`src/rtl/iob_wishbone2iob_pkg.sv`:
```
// Shared types for the Wishbone-to-IOb bridge: FSM state encoding and lane-width helper.
// Purely declarative; no logic, no latency, no flow control.
package iob_wishbone2iob_pkg;

    typedef enum logic [1:0] {
        IDLE = 2'd0,
        REQ  = 2'd1,
        RSP  = 2'd2,
        ERR  = 2'd3
    } state_e;

    function automatic int wb_sel_w(input int data_w);
        return data_w / 8;
    endfunction

endpackage

```
`src/rtl/iob_wb_timeout.sv`:
```
// REQ-phase watchdog: counts stalled cycles, flags the cycle whose increment reaches 2**W-1.
// Present only in IOB_WB2IOB_TIMEOUT_EN builds; single-cycle flag, no backpressure.
`ifdef IOB_WB2IOB_TIMEOUT_EN
module iob_wb_timeout #(
    parameter int W = 8
) (
    input  logic clk_i,
    input  logic rst_i,
    input  logic clr_i,
    input  logic inc_i,
    output logic tc_o
);
    localparam logic [W-1:0] LAST = {{(W-1){1'b1}}, 1'b0};

    logic [W-1:0] cnt_q;

    always_ff @(posedge clk_i) begin
        if (rst_i || clr_i) begin
            cnt_q <= '0;
        end else if (inc_i) begin
            cnt_q <= cnt_q + 1'b1;
        end
    end

    // Fires on the increment that would land on the limit, so the REQ phase lasts exactly 2**W-1 cycles.
    assign tc_o = inc_i && (cnt_q == LAST);

endmodule
`endif

```
`src/rtl/iob_wishbone2iob.sv`:
```
// Wishbone classic slave -> single outstanding IOb request; ack >= 2 cycles after strobe, request held until ready_i.
// Optional REQ timeout with wb_error_o under macro IOB_WB2IOB_TIMEOUT_EN.
module iob_wishbone2iob
    import iob_wishbone2iob_pkg::*;
#(
    parameter int ADDR_W    = 32,
    parameter int DATA_W    = 32,
    parameter int TIMEOUT_W = 8
) (
    input  logic                          clk_i,
    input  logic                          arst_i,
    input  logic [ADDR_W-1:0]             wb_addr_i,
    input  logic [wb_sel_w(DATA_W)-1:0]   wb_select_i,
    input  logic                          wb_we_i,
    input  logic                          wb_cyc_i,
    input  logic                          wb_stb_i,
    input  logic [DATA_W-1:0]             wb_data_i,
    output logic                          wb_ack_o,
    output logic                          wb_error_o,
    output logic [DATA_W-1:0]             wb_data_o,
    output logic                          valid_o,
    output logic [ADDR_W-1:0]             address_o,
    output logic [DATA_W-1:0]             wdata_o,
    output logic [wb_sel_w(DATA_W)-1:0]   wstrb_o,
    input  logic [DATA_W-1:0]             rdata_i,
    input  logic                          ready_i
);
    localparam int SEL_W = wb_sel_w(DATA_W);

    state_e              state_q;
    logic                abort_q;
    logic                ack_q;
    logic                valid_q;
    logic [ADDR_W-1:0]   addr_q;
    logic [DATA_W-1:0]   wdata_q;
    logic [SEL_W-1:0]    wstrb_q;
    logic [DATA_W-1:0]   rdata_q;

`ifdef IOB_WB2IOB_TIMEOUT_EN
    logic err_q;
    logic timeout;

    iob_wb_timeout #(
        .W(TIMEOUT_W)
    ) u_timeout (
        .clk_i (clk_i),
        .rst_i (arst_i),
        .clr_i (state_q != REQ),
        .inc_i ((state_q == REQ) && !ready_i),
        .tc_o  (timeout)
    );

    assign wb_error_o = err_q;
`else
    logic timeout;

    // REQ never times out here; the width parameter only matters for timeout builds.
    assign timeout    = (TIMEOUT_W < 0);
    assign wb_error_o = 1'b0;
`endif

    always_ff @(posedge clk_i) begin
        if (arst_i) begin
            state_q <= IDLE;
            abort_q <= 1'b0;
            ack_q   <= 1'b0;
            valid_q <= 1'b0;
            addr_q  <= '0;
            wdata_q <= '0;
            wstrb_q <= '0;
            rdata_q <= '0;
`ifdef IOB_WB2IOB_TIMEOUT_EN
            err_q   <= 1'b0;
`endif
        end else begin
            ack_q <= 1'b0;
`ifdef IOB_WB2IOB_TIMEOUT_EN
            err_q <= 1'b0;
`endif
            case (state_q)
                IDLE: begin
                    if (wb_cyc_i && wb_stb_i) begin
                        addr_q  <= wb_addr_i;
                        wdata_q <= wb_data_i;
                        wstrb_q <= wb_we_i ? wb_select_i : '0;
                        valid_q <= 1'b1;
                        abort_q <= 1'b0;
                        state_q <= REQ;
                    end
                end
                REQ: begin
                    // A master abort cannot cancel the IOb side; remember it and swallow the response.
                    if (!wb_cyc_i) begin
                        abort_q <= 1'b1;
                    end
                    if (ready_i) begin
                        valid_q <= 1'b0;
                        if (abort_q || !wb_cyc_i) begin
                            state_q <= IDLE;
                        end else begin
                            if (wstrb_q == '0) begin
                                rdata_q <= rdata_i;
                            end
                            ack_q   <= 1'b1;
                            state_q <= RSP;
                        end
                    end else if (timeout) begin
                        valid_q <= 1'b0;
                        if (abort_q || !wb_cyc_i) begin
                            state_q <= IDLE;
                        end else begin
`ifdef IOB_WB2IOB_TIMEOUT_EN
                            err_q   <= 1'b1;
`endif
                            state_q <= ERR;
                        end
                    end
                end
                RSP:     state_q <= IDLE;
                ERR:     state_q <= IDLE;
                default: state_q <= IDLE;
            endcase
        end
    end

    assign wb_ack_o  = ack_q;
    assign wb_data_o = rdata_q;
    assign valid_o   = valid_q;
    assign address_o = addr_q;
    assign wdata_o   = wdata_q;
    assign wstrb_o   = wstrb_q;

endmodule
```
`config.mk`:
```
export PLATFORM = sky130hd
export DESIGN_NAME = iob_wishbone2iob
export DESIGN_NICKNAME = d
export VERILOG_FILES = /design/src/rtl/iob_wishbone2iob_pkg.sv /design/src/rtl/iob_wb_timeout.sv /design/src/rtl/iob_wishbone2iob.sv
export SDC_FILE = /design/constraint.sdc
export NUM_CORES = 1
export LEC_CHECK = 0
export BUFFER_PORTS_ARGS = -buffer_cell sky130_fd_sc_hd__buf_4
export CORE_ASPECT_RATIO = 0.8
export CORE_UTILIZATION = 45
export DETAILED_ROUTE_END_ITERATION = 10
export PLACE_DENSITY_LB_ADDON = 0.1
export SLEW_MARGIN = 5
export SYNTH_ARGS = -nofsm -noshare
export SYNTH_HDL_FRONTEND = slang
export SYNTH_SLANG_ARGS = --single-unit
```
`constraint.sdc`:
```
create_clock -name clk_i -period 1.7 [get_ports clk_i]
set_input_delay 0.085 -clock clk_i [delete_from_list [all_inputs] [get_ports clk_i]]
set_output_delay 0.085 -clock clk_i [all_outputs]
set_load 0.03 [all_outputs]
```
Yosys cells after proc, flatten, opt, wreduce, memory -nomap -nowiden
Index checks and enable logic that the tools add are counted.
{ "totals": {"regBits": 105, "inputBits": 106, "output_inout_bits": 103, "elab_cells": 42} }
{ "op_classes": {"eq_ne": 6, "mux": 12, "bitwise_logic": 3, "n_reduce_logical": 13} }
{ "ops": {"columns": ["op", "n"], "rows": [
  ["$mux 2", 3],
  ["$ne 2x2->1 const B", 3],
  ["$pmux 2 s3", 1],
  ["$reduce_and 3->1", 2],
  ["$mux 1", 5],
  ["$eq 2x2->1 const B", 2],
  ["$logic_not 4->1", 1],
  ["$mux 4", 1],
  ["$pmux 1 s2", 2],
  ["$reduce_and 2->1", 2],
  ["$reduce_and 4->1", 1],
  ["$not 1->1", 3],
  ["$reduce_or 3->1", 1],
  ["$eq 2x1->1 const B", 1],
  ["$logic_not 2->1", 1],
  ["$reduce_bool 2->1", 1],
  ["$reduce_or 2->1", 1],
  ["$logic_and 1x1->1", 1],
  ["$logic_not 1->1", 1],
  ["$logic_or 1x1->1", 1]
]} }

Depth between registers and ports, before layout
{ "logic_depth": {"word_depth": 5, "mapped_depth": 6, "depth_no_buf": 3} }

Least setup slack after synthesis
OpenSTA, ideal clock, no wires.
{ "synth_path": {"kind": "reg2reg", "from": "register wstrb_q[3] (netlist: wstrb_o[3])", "to": "register rdata_q[10] (netlist: wb_data_o[10])", "setup_time_ns": 0.072, "arrival_time_ns": 1.323, "required_time_ns": 1.628, "path_slack_ns": 0.306, "stages_incl_launch_ff": 6, "n_path_buf": 2, "period_less_slack_ns": 1.394, "cell_sequence": "dfxtp_1 > nor4_1 > and4bb_1 > buf_6 > buf_8 > mux2i_1"} }
{ "synth_between": {"elab_chain_cells": 2} }
{ "synth_rtl": {"columns": ["element", "line_no", "rtl"], "rows": [
  ["from (decl)", "iob_wishbone2iob.sv:36", "logic [SEL_W-1:0] wstrb_q;"],
  ["from (signal assigned)", "iob_wishbone2iob.sv:85", "wstrb_q <= wb_we_i ? wb_select_i : '0;"],
  ["$logic_not 4->1", "iob_wishbone2iob.sv:101", "if (wstrb_q == '0) begin"],
  ["$reduce_and 4->1 (no line)", null, null],
  ["to (signal assigned)", "iob_wishbone2iob.sv:102", "rdata_q <= rdata_i;"],
  ["to (decl)", "iob_wishbone2iob.sv:37", "logic [DATA_W-1:0] rdata_q;"]
]} }
No other way between the ends.
A chain may end at the register's enable or synchronous reset.

Worst setup path in the final report
{ "layout_path": {"from": "register state_q[0]", "to": "register rdata_q[30] (netlist: wb_data_o[30])"} }
{ "layout_between": {"elab_chain_cells": 2} }
{ "layout_rtl": {"columns": ["element", "line_no", "rtl"], "rows": [
  ["from (decl)", "iob_wishbone2iob.sv:30", "state_e state_q;"],
  ["from (signal assigned)", "iob_wishbone2iob.sv:64", "state_q <= IDLE;"],
  ["from (signal assigned)", "iob_wishbone2iob.sv:88", "state_q <= REQ;"],
  ["from (signal assigned)", "iob_wishbone2iob.sv:99", "state_q <= IDLE;"],
  ["$eq 2x1->1", "iob_wishbone2iob.sv:80", "case (state_q)"],
  ["$reduce_and 4->1 (no line)", null, null]
]} }
No other way between the ends.

==> impl_metrics.env <==
export IMPL_hp_class="in -> reg"
export IMPL_clockBufferDepth=2
export IMPL_fmax_mhz=656
export IMPL_busiest_layer="met2"
export IMPL_cts_root_buf="clkbuf_8"
export IMPL_muxShareOfSynthArea=0.0793
export IMPL_io_buffers=207
export IMPL_rsz0062_at_grt="false"
export IMPL_grtUsageMet2=0.486
export IMPL_syn_num_nets=564
export IMPL_start_util=0.470
export IMPL_end_kind="flop"
export IMPL_antenna_cells=0
export IMPL_cp_required_ps=1980
export IMPL_cp_arrival_ps=1800
export IMPL_start_kind="flop"
export IMPL_max_cap_viol_count=0
export IMPL_fin_crit_sh=0.897
export IMPL_die_width_um=108
export IMPL_first_pass_iters=4
export IMPL_fin_ws_ps=175
export IMPL_synth_top_family_by_area="simple AND/OR/NAND/NOR gates"
export IMPL_ant_nets=0
export IMPL_synth_adder_area_share=0
export IMPL_fin_tns_setup_ps=0
export IMPL_finClkSkew_ps=8.27
export IMPL_status="finished clean"
export IMPL_ys_async_sr_fraction=0
export IMPL_row_count=30
export IMPL_reg2reg_depth=4
export IMPL_postPlaceCellArea_sq_um=5630
export IMPL_cts_resized=0
export IMPL_nFillCells=541
export IMPL_layout_nets=854
export IMPL_dp_worst_setup_slack_ps=254
export IMPL_wire_per_inst_um=14.4
export IMPL_hold_viol_final=0
export IMPL_synth_top_area_share=0.520
export IMPL_cp_max_fo=32
export IMPL_fin_area_sq_um=6840
export IMPL_die_area_sq_um=9360
export IMPL_syn_to_final_growth_pct=69.3
export IMPL_via_per_inst=4.78
export IMPL_cts_tree="done"
export IMPL_synth_top_cell_by_area="dfxtp_1"
export IMPL_synth_area_top_cells="dfxtp_1 (52%), nand2_1 (12%), nand2b_1 (9.9%), a21oi_1 (8.8%), mux2i_1 (7.9%)"
export IMPL_synth_xor_area_frac=0
export IMPL_grt_overflow_total=0
export IMPL_netlist_area_sq_um=4040
export IMPL_final_cells=865
export IMPL_hp_start="rdata_i[25]"
export IMPL_power_density_nw_per_um2=763
export IMPL_hold_depth=3
export IMPL_syn_avg_cell_area_sq_um=8.82
export IMPL_hpwl_um=7180
export IMPL_synth_compound_area_frac=0.0880
export IMPL_crit_type="reg -> reg"
export IMPL_vias=4131
export IMPL_antenna_found_initial=0
export IMPL_ys_warn_count=0
export IMPL_die_h_um=86.8
export IMPL_grt_pass1_wl_um=19200
export IMPL_gr_usage_all_layers=0.265
export IMPL_io_pin_count=209
export IMPL_drc=0
export IMPL_r2r_end="wb_data_o[30]"
export IMPL_fin_util=0.796
export IMPL_ys_seq_elements=105
export IMPL_seq_area_frac_synth=0.520
export IMPL_grt_util_met1=0.291
export IMPL_cts_max_level=3
export IMPL_first_global_vias=4081
export IMPL_final_common_cell="buf_4"
export IMPL_cts_buffers=9
export IMPL_finalSetupViolations=0
export IMPL_cts_sinks=105
export IMPL_ys_types=22
export IMPL_yosys_area_share_simple=0.255
export IMPL_wirelength_um=12500
export IMPL_r2r_setup_slack_ps=180
export IMPL_core_area_sq_um=8600
export IMPL_synth_edf_count=0
export IMPL_drv_slew=0
export IMPL_clk_latency_ps=360
export IMPL_ir_worst_vdd_uv=611
export IMPL_dr_first_iter_drc_count=229
export IMPL_final_cell_mix="buf_4 (211), nand2_1 (132), dfxtp_1 (105)"
export IMPL_drive_gt1_frac=0.311
export IMPL_p_leak_uw=0.00294
export IMPL_crit_path_max_incr_delay_ps=450
export IMPL_grt_max_degree=70
export IMPL_cts_clk_slew_worst_paths_ps=100
export IMPL_synth_ff_type="dfxtp_1"
export IMPL_worstReg2RegStart="state_q[0]"
export IMPL_synth_cells=458
export IMPL_grtUsageMet3=0.0744
export IMPL_min_period_ps=1520
export IMPL_hold_end="wb_data_o[25]"
export IMPL_crit_chain="nand3b_4, and4bb_2, buf_12, mux2i_1"
export IMPL_crit_slowest_cell="dfxtp_1"
export IMPL_gp_congestion=0.756
export IMPL_dp_cells=749
==> cell usage after synthesis, types with 2 or more instances <==
cell type and number:
a21oi_1 71, buf_2 13, buf_4 2, buf_6 5
buf_8 3, clkbuf_1 13, dfxtp_1 105, mux2i_1 32
nand2_1 132, nand2b_1 64, nand3_1 4, nor2_1 3
nor4b_1 2
==> registers in the layout, indices dropped and copies added, names as in the netlist <==
name / cells
abort_q: 1
address_o: 32
state_q: 2
valid_o: 1
wb_ack_o: 1
wb_data_o: 32
wdata_o: 32
wstrb_o: 4
==> cell families after synthesis <==
| group | Yosys count |
|---|---|
| buffers and inverters | 36 |
| flip-flops | 105 |
| AND/OR/NAND/NOR | 213 |
| multiplexers | 32 |
| AO/OA/AOI/OAI | 71 |
| other | 1 |
==> power by group <==
part	leakage [uW]	internal (uW)	switching, uW
registers	0.000854	2550	53.2
clock network	0.000107	802	808
logic	0.00198	528	481
total	0.00294	3880	1340
==> worst max-delay path, delay by kind of cell (launching register included) <==
| kind | cells | cell delay [ps] |
|---|---|---|
| buffers and inverters | 1 | 250 |
| and+or+nand+nor | 2 | 460 |
| DFF | 1 | 450 |
| muxes | 1 | 270 |
==> per-layer routing <==
layer | vias to the layer above | share of wire
met2 | 174 | 0.52
li1 | 2047 | -
met3 | 20 | 0.071
met4 | 0 | 0.017
met5 | - | 0
met1 | 1890 | 0.39
==> cell type report <==
cell class	count	area, sq um	share of cell area
clock buffers	14	173	0.0252
repair buffers	315	2670	0.390
flip-flops and latches	105	2100	0.307
well taps	112	140	0.0205
clock inverters	2	35.0	0.00512
multi-input cells	317	1720	0.252
==> through the flow <==
stage	hold WS [ps]	total power, uW
finish	33.1	5220
global route	11.1	5450
CTS	2.91	5230
detailed placement	340	3460
global placement	332	3450
floorplan	221	3080
==> worst max-delay path by stage <==
| stage | startpoint | end | slack, ps | cells after the start |
|---|---|---|---|---|
| after detailed placement | state_q[0] | wb_data_o[30] | 250 | 4 |
| after global placement | wstrb_o[3] | wb_data_o[6] | 270 | 4 |
| after CTS | state_q[0] | wb_data_o[30] | 220 | 4 |
| after global routing | state_q[0] | wb_data_o[19] | 90 | 4 |
| after floorplan | wstrb_o[3] | wb_data_o[10] | 310 | 5 |
| final | state_q[0] | wb_data_o[30] | 180 | 4 |
==> what timing repair did <==
action / CTS / global route
endpoints found under the hold margin: 98 / 1
buffers inserted: 0 / 0
hold buffers: 99 / 1
Note: power is estimated with default switching activity, not from simulation.
